**src/rtl/bp_pkg.sv**
```systemverilog
// bp_pkg: shared widths, update-entry type and pack/unpack helpers for the branch update scheduler
package bp_pkg;
  localparam int IDX_W = 4;
  localparam int ENTRY_W = 1 + 32 + 32 + 3 * IDX_W;
  typedef struct packed {
    logic             taken;
    logic [31:0]      target;
    logic [31:0]      nextpc;
    logic [IDX_W-1:0] lhr_idx;
    logic [IDX_W-1:0] lhpt_idx;
    logic [IDX_W-1:0] btb_idx;
  } upd_entry_t;
  function automatic logic [ENTRY_W-1:0] pack_entry(input upd_entry_t e);
    return e;
  endfunction
  function automatic upd_entry_t unpack_entry(input logic [ENTRY_W-1:0] b);
    return b;
  endfunction
endpackage

```
**src/rtl/bp_upd_fifo.sv**
```systemverilog
// bp_upd_fifo: dual-write (wa then wb), single-read circular FIFO; ports clk/Reset, wa_*/wb_* writes, rd_en pop, rd_data head, count occupancy
module bp_upd_fifo #(
  parameter int DEPTH = 4,
  parameter int PTR_W = 2,
  parameter int W = 77
) (
  input  logic             clk,
  input  logic             Reset,
  input  logic             wa_en,
  input  logic [W-1:0]     wa_data,
  input  logic             wb_en,
  input  logic [W-1:0]     wb_data,
  input  logic             rd_en,
  output logic [W-1:0]     rd_data,
  output logic [PTR_W:0]   count
);
  logic [W-1:0] mem [DEPTH];
  logic [PTR_W-1:0] wp, rp;
  assign rd_data = mem[rp];
  always_ff @(posedge clk) begin
    if (wa_en) mem[wp] <= wa_data;
    if (wb_en) mem[wp + PTR_W'(1)] <= wb_data;
  end
  // pointers wrap naturally at DEPTH; full vs empty comes from count
  always_ff @(posedge clk or posedge Reset) begin
    if (Reset) begin
      wp <= '0;
      rp <= '0;
      count <= '0;
    end else begin
      wp <= wp + PTR_W'(wa_en) + PTR_W'(wb_en);
      rp <= rp + PTR_W'(rd_en);
      count <= count + (PTR_W+1)'(wa_en) + (PTR_W+1)'(wb_en) - (PTR_W+1)'(rd_en);
    end
  end
endmodule

```
**src/rtl/bp_update_scheduler.sv**
```systemverilog
// bp_update_scheduler: serialises two EX-slot branch resolutions into one predictor update port; ports ex0_*/ex1_* in, upd_hold in, upd_* out, stall_ex, pending
module bp_update_scheduler
  import bp_pkg::*;
#(
  parameter int DEPTH = 4,
  parameter int PTR_W = 2,
  parameter int IDX_W = bp_pkg::IDX_W
) (
  input  logic             clk,
  input  logic             Reset,
  input  logic             ex0_valid,
  input  logic             ex0_taken,
  input  logic             ex0_mispredict,
  input  logic [31:0]      ex0_target,
  input  logic [31:0]      ex0_nextpc,
  input  logic [IDX_W-1:0] ex0_lhr_idx,
  input  logic [IDX_W-1:0] ex0_lhpt_idx,
  input  logic [IDX_W-1:0] ex0_btb_idx,
  input  logic             ex1_valid,
  input  logic             ex1_taken,
  input  logic [31:0]      ex1_target,
  input  logic [31:0]      ex1_nextpc,
  input  logic [IDX_W-1:0] ex1_lhr_idx,
  input  logic [IDX_W-1:0] ex1_lhpt_idx,
  input  logic [IDX_W-1:0] ex1_btb_idx,
  input  logic             upd_hold,
  output logic             upd_valid,
  output logic             upd_taken,
  output logic [31:0]      upd_target,
  output logic [31:0]      upd_nextpc,
  output logic [IDX_W-1:0] upd_lhr_idx,
  output logic [IDX_W-1:0] upd_lhpt_idx,
  output logic [IDX_W-1:0] upd_btb_idx,
  output logic             stall_ex,
  output logic [PTR_W:0]   pending
);
  upd_entry_t e0, e1, head;
  logic [ENTRY_W-1:0] head_bits;
  logic eff1, acc0, acc1, pop;
  assign e0 = {ex0_taken, ex0_target, ex0_nextpc, ex0_lhr_idx, ex0_lhpt_idx, ex0_btb_idx};
  assign e1 = {ex1_taken, ex1_target, ex1_nextpc, ex1_lhr_idx, ex1_lhpt_idx, ex1_btb_idx};
  // pre-pop occupancy: conservative, but guarantees room for two writes
  assign stall_ex = pending > (PTR_W+1)'(DEPTH - 2);
  // a slot-1 branch behind a mispredicted slot-0 branch is on the wrong path
  assign eff1 = ex1_valid && !(ex0_valid && ex0_mispredict);
  assign acc0 = !stall_ex && ex0_valid;
  assign acc1 = !stall_ex && eff1;
  assign pop = !upd_hold && pending != '0;
  assign head = unpack_entry(head_bits);
  bp_upd_fifo #(.DEPTH(DEPTH), .PTR_W(PTR_W), .W(ENTRY_W)) u_fifo (
    .clk    (clk),
    .Reset  (Reset),
    .wa_en  (acc0 || acc1),
    .wa_data(pack_entry(acc0 ? e0 : e1)),
    .wb_en  (acc0 && acc1),
    .wb_data(pack_entry(e1)),
    .rd_en  (pop),
    .rd_data(head_bits),
    .count  (pending)
  );
  always_ff @(posedge clk or posedge Reset) begin
    if (Reset) begin
      upd_valid <= 1'b0;
      upd_taken <= 1'b0;
      upd_target <= '0;
      upd_nextpc <= '0;
      upd_lhr_idx <= '0;
      upd_lhpt_idx <= '0;
      upd_btb_idx <= '0;
    end else begin
      upd_valid <= pop;
      if (pop) begin
        upd_taken <= head.taken;
        upd_target <= head.target;
        upd_nextpc <= head.nextpc;
        upd_lhr_idx <= head.lhr_idx;
        upd_lhpt_idx <= head.lhpt_idx;
        upd_btb_idx <= head.btb_idx;
      end
    end
  end
endmodule

```
**config.mk**
```make
export PLATFORM = sky130hd
export DESIGN_NAME = bp_update_scheduler
export DESIGN_NICKNAME = d
export VERILOG_FILES = /design/src/rtl/bp_pkg.sv /design/src/rtl/bp_upd_fifo.sv /design/src/rtl/bp_update_scheduler.sv
export SDC_FILE = /design/constraint.sdc
export NUM_CORES = 1
export LEC_CHECK = 0
export ABC_AREA = 1
export CAP_MARGIN = 15
export CORE_MARGIN = 1.5
export CORE_UTILIZATION = 55
export CTS_BUF_LIST = sky130_fd_sc_hd__clkbuf_8
export DETAILED_ROUTE_END_ITERATION = 10
export PLACE_DENSITY_LB_ADDON = 0.08
export SLEW_MARGIN = 5
export SYNTH_ARGS = -nofsm -noshare
export SYNTH_HDL_FRONTEND = slang
export SYNTH_SLANG_ARGS = --single-unit
```
**constraint.sdc**
```tcl
create_clock -name clk -period 6.2 [get_ports clk]
set_input_delay 1.24 -clock clk [delete_from_list [all_inputs] [get_ports clk]]
set_output_delay 1.24 -clock clk [all_outputs]
set_load 0.02 [all_outputs]
```
== Yosys cells after proc, flatten, opt, wreduce, memory -nomap -nowiden ==
Memory sizes are Yosys's and may differ from the RTL's. A register that Yosys moved wholly into a read port is not among the register bits.
Cells that the tools add are included.

* Bits of input ports: 160
* Memory bits (read-only): 0
* Flip-flop bits (word level): 8
* Memories: 1
* Bits in latches: 0
* RAM bits: 308

* Equal/unequal tests: 0
* Add/subtract/negate cells: 7
* Multipliers: 0
* Divide/modulo/power cells: 0
* Bitwise operators: 0
* Order comparisons: 1
* Shifts and indexed selects: 0
* Reductions and logical operators: 11
* Mux-type cells: 5

{| class="wikitable"
|+ Memories
! name !! depth !! bits a word !! read ports !! clocked after Yosys merged registers in !! wr ports !! RTL line !! RTL
|-
| u_fifo.mem || 4 || 77 || 1 || 1 || 2 || bp_upd_fifo.sv:17 || <nowiki>logic [W-1:0] mem [DEPTH];</nowiki>
|}

{| class="wikitable"
|+ Operator list
! kind !! count
|-
| $mux W77 || 1
|-
| $add A2 B1 Y2 || 3
|-
| $add A3 B1 Y3 || 2
|-
| $logic_and A1 B1 Y1 || 6
|-
| $mux W1 || 4
|-
| $gt A3 B2 Y1 const B || 1
|-
| $logic_not A1 Y1 || 3
|-
| $reduce_bool A3 Y1 || 1
|-
| $sub A3 B1 Y3 || 1
|-
| $add A2 B1 Y2 const B || 1
|-
| $logic_or A1 B1 Y1 || 1
|}

== Logic depth before layout (Yosys ltp) ==
* Depth after elaboration: 8
* Depth in mapped cells: 12

== Modules after synthesis ==
A second synthesis with hierarchy kept.

* Cell total of the unflattened synthesis: 2,880
* Area total of the unflattened synthesis: 21,971.1 µm²

{| class="wikitable"
|+ By module, submodules not included
! module !! cells each !! instances !! area an instance (µm²)
|-
| bp_upd_fifo || 2,282 || 1 || 17,788.3
|-
| bp_update_scheduler || 598 || 1 || 4,182.8
|}

== Worst setup path after synthesis ==
No wires, ideal clock.

* Kind: input to register
* From: input ex0_valid
* To: memory u_fifo.mem[3][0], enable pin
* Arrival time: 5.149 ns
* Cell stages on the path: 4
* Setup slack: 0.529 ns
* Data required time: 5.678 ns
* Path through: buf_2 buf_2 o21ai_1 o21ai_1

{| class="wikitable"
|+ RTL lines
! element !! RTL line !! RTL
|-
| from (decl) || bp_update_scheduler.sv:11 || <nowiki>input logic ex0_valid,</nowiki>
|-
| to (decl) || bp_upd_fifo.sv:17 ||
|}

== Worst setup path in the final report ==
* From: register u_fifo.count[0]
* To: output stall_ex

* Cells in the longest elaborated chain, start to end: 1

{| class="wikitable"
|+ RTL lines
! element !! RTL line !! RTL
|-
| from (decl) || bp_upd_fifo.sv:15 || <nowiki>output logic [PTR_W:0] count</nowiki>
|-
| from (signal assigned) || bp_upd_fifo.sv:33 || <nowiki>count <= count + (PTR_W+1)'(wa_en) + (PTR_W+1)'(wb_en) - (PTR_W+1)'(rd_en);</nowiki>
|-
| $gt A3 B2 Y1 || bp_update_scheduler.sv:43 || <nowiki>assign stall_ex = pending > (PTR_W+1)'(DEPTH - 2);</nowiki>
|-
| to (decl) || bp_update_scheduler.sv:34 || <nowiki>output logic stall_ex,</nowiki>
|}

No other way between the ends.

==> flow_metrics.py <==
metrics = {
    "detailed_routing": {
        "routed-via-count": 19400,
        "antenna_violating_nets_post_route": 0,
        "total_detailed_routing_wirelength_um": 64400,
        "drc": 0,
        "drt_first_iter_violations": 2023,
        "first_pass_iters": 6,
        "vias_per_cell": 5.92,
        "route.detailed.wl_per_inst_um": 19.7,
    },
    "sta": {
        "worst_slew_margin_rel": 0.205,
        "pins_over_slew_limit": 0,
        "rsz0062_at_grt": "false",
        "timing.final.setup_violations": 0,
        "worst_slew_pin_tran_ns": 1.19,
        "timing.final.hold_violations": 0,
        "layout_worst_path_cycle_share": 0.626,
        "timing.fmax_mhz": 258,
        "min_period_ns": 3.88,
        "finalSetupTns_ns": 0,
        "final.setup_skew_ns": 0.0173,
    },
    "synth": {
        "post_synth.cell_area_avg_um2": 8.11,
        "synthFlopType": "edfxtp_1",
        "fraction_of_registers_with_async_set_reset": 0.216,
        "edff_count_synth": 308,
        "synth.distinct_cells": 25,
        "ys_warn_count": 0,
        "mappedNetlistNets": 2760,
        "postSynthRegisterBits": 393,
        "syn-instance-count": 2594,
        "syn_area_mm2": 0.0210,
        "synth-seq-area-share": 0.541,
    },
    "placement": {
        "io_buffer_count": 241,
        "post_dp_cell_area_mm2": 0.0235,
        "gpl.final_weighted_congestion": 0.782,
        "post-dp-hpwl_um": 34100,
    },
    "power_and_ir_drop": {
        "pwr_cell_area_mw_per_mm2": 486,
        "p_clk_frac": 0.192,
        "p_seq_frac": 0.361,
        "power.static_leakage_nw": 10.8,
        "comb_power_share": 0.447,
        "p_int_mw": 6.74,
        "total_power_mw": 12.0,
        "p_switching_mw": 5.31,
        "ir_worst_vdd_v": 0.000385,
        "power_switching_share": 0.440,
    },
    "global_route": {
        "antenna_found_initial": 0,
        "first_pass_grt_wire_length_um": 101000,
        "grt_usage": 0.331,
        "gr-total-overflow": 0,
        "grt_start_max_net_pins": 117,
        "vias_in_the_first_global_route": 18500,
    },
    "cells_and_area": {
        "flow.area_growth_from_synthesis_pct": 17.9,
        "final_common_cell": "nand2_1",
        "mostFrequentLayoutCells": "931 x nand2_1, 310 x nand4_1, 309 x nor2_1",
        "num_antenna_cells": 0,
        "share_of_post_route_cells_with_drive_strength_above_1": 0.0532,
        "finished_cell_area_mm2": 0.0248,
        "final_core_utilization": 0.658,
        "final_net_count": 2875,
    },
    "setup_path": {
        "setup.worst_path.end": "stall_ex",
        "timing_worst_setup_path_type": "reg2out",
        "worst-endpoint-arrival_ns": 2.64,
        "crit_path_end_kind": "primary output",
        "cp.required_ns": 4.96,
        "ff2ff_setup_slack_ns": 2.49,
        "worst_r2r_path_depth": 7,
        "cp_max_fo": 44,
        "rr_endpoint": "upd_btb_idx[0]$_DFFE_PP0P_",
        "worst_setup_path_start_kind": "flop",
        "worst_r2r_startpoint": "u_fifo.rp[1]$_DFF_PP0_",
        "cp_slowest_cell": "clkdlybuf4s50_1",
        "slowest_delay_ns": 0.55,
        "worst_setup_path_startpoint": "u_fifo.count[0]$_DFF_PP0_",
        "critical_path.cell_chain": "nor2_1 -> nand2_1 -> nand2_4 -> inv_1 -> clkdlybuf4s50_1",
    },
    "cts": {
        "ctsRootBufferMaster": "clkbuf_8",
        "tritoncts": "done",
        "clkSinkCount": 393,
        "count_of_buffers_added_by_post_cts_timing_repair_for_setup": 0,
        "h_tree_lvls": 3,
        "worstSkewPairLatency_ns": 0.61,
        "clock_transition_at_the_registers_of_the_reported_paths_ns": 0.06,
        "cts_buffers": 68,
        "post_cts_hold_buffer_count": 0,
        "clock_tree.buffer_depth": 3,
        "postCtsResizedCells": 0,
    },
    "floorplanning": {
        "die_width_um": 199,
        "placementRows": 71,
        "core_region_mm2": 0.0377,
        "initial_utilization": 0.558,
        "boundaryPins": 242,
        "die-height_um": 199,
        "die-area_mm2": 0.0394,
    },
    "run": {
        "timing.max_cap.violations": 0,
    },
    "run_status": {
        "outcome": "completed",
    },
    "min_path": {
        "hold_class": "reg2reg",
    },
}
per-layer routing:
layer,GRT usage,part of all wire,wire length [um]
met4,0.135,0.030,1930
met5,0,0,0
met2,0.532,0.46,29800
met3,0.0537,0.11,6870
met1,0.449,0.40,25800
synth_stat cells (2+ instances only):
cell | number | area, um2
nor2_1 | 309 | 1160
fa_1 | 3 | 60.1
dfrtp_1 | 85 | 2130
nand4_2 | 2 | 25.0
buf_2 | 67 | 335
nor2_2 | 2 | 12.5
nand4_1 | 310 | 1940
nand3_1 | 77 | 385
o21ai_1 | 163 | 816
inv_2 | 7 | 26.3
o21ai_0 | 70 | 350
buf_1 | 34 | 128
xnor2_1 | 2 | 17.5
buf_4 | 4 | 30.0
clkbuf_1 | 122 | 458
edfxtp_1 | 308 | 9250
inv_1 | 85 | 319
nand2_1 | 935 | 3510
ha_1 | 3 | 37.5
area by class of cell:
type	instances	area, um2
Clock buffer	85	1170
Clock inverter	38	150
Fill cell	3191	12900
Inverter	92	353
Multi-Input combinational cell	1882	8460
Sequential cell	393	11400
Tap cell	511	639
Timing Repair Buffer	272	2640
power by group through the flow:
stage | clock (mW) | combinational, mW | sequential (mW)
floorplan | 0 | 3.28 | 4.52
global placement | 0 | 5.19 | 4.38
detailed placement | 0 | 5.30 | 4.39
CTS | 2.33 | 5.33 | 4.35
global route | 2.44 | 5.93 | 4.43
finish | 2.31 | 5.39 | 4.35
state kept, by name, summed over array words and instances, names as in the netlist:
| signal | count |
|---|---|
| u_fifo.count | 3 |
| u_fifo.mem | 308 |
| u_fifo.rp | 2 |
| u_fifo.wp | 2 |
| upd_btb_idx | 4 |
| upd_lhpt_idx | 4 |
| upd_lhr_idx | 4 |
| upd_nextpc | 32 |
| upd_taken | 1 |
| upd_target | 32 |
| upd_valid | 1 |
worst min path at each step:
| stage | start | to | slack, ns | depth (start not counted) |
|---|---|---|---|---|
| 5_1_grt | upd_nextpc[20]$_DFFE_PP0P_ | upd_nextpc[20]$_DFFE_PP0P_ | 0.55 | 2 |
| 3_3_place_gp | upd_nextpc[21]$_DFFE_PP0P_ | upd_nextpc[21]$_DFFE_PP0P_ | 0.51 | 2 |
| 2_1_floorplan | u_fifo.rp[0]$_DFF_PP0_ | u_fifo.rp[0]$_DFF_PP0_ | 0.50 | 1 |
| 3_5_place_dp | upd_lhr_idx[2]$_DFFE_PP0P_ | upd_lhr_idx[2]$_DFFE_PP0P_ | 0.51 | 2 |
| 6_report | upd_target[2]$_DFFE_PP0P_ | upd_target[2]$_DFFE_PP0P_ | 0.52 | 2 |
| 4_1_cts | upd_nextpc[17]$_DFFE_PP0P_ | upd_nextpc[17]$_DFFE_PP0P_ | 0.52 | 2 |
stage by stage:
stage          setup slack [ns]  instances  hold slack (ns)
2_1_floorplan             0.529       2594            0.503
3_3_place_gp               2.07       3150            0.509
3_5_place_dp               2.03       3150            0.513
4_1_cts                    2.26       3273            0.525
5_1_grt                    2.17       3273            0.547
6_report                   2.32       3273            0.517
cell families (layout without fill, tap and decap cells):
family | after synthesis | count (layout) | synth area share
AO/OA/AOI/OAI | 236 | 236 | 0.0565
XOR/XNOR | 3 | 3 | 0.00125
adder cells (fa/ha/maj) | 6 | 6 | 0.00464
buffers and inverters | 319 | 487 | 0.0616
flip-flops | 393 | 393 | 0.541
AND/OR/NAND/NOR | 1637 | 1637 | 0.335
critical path: cells and delay by family (launching register included):
kind / cells / cell delay (ns)
buffers and inverters: 2 / 0.64
AND/OR/NAND/NOR: 3 / 0.96
flip-flops: 1 / 0.44
Note: power is estimated with default switching activity, not from simulation.
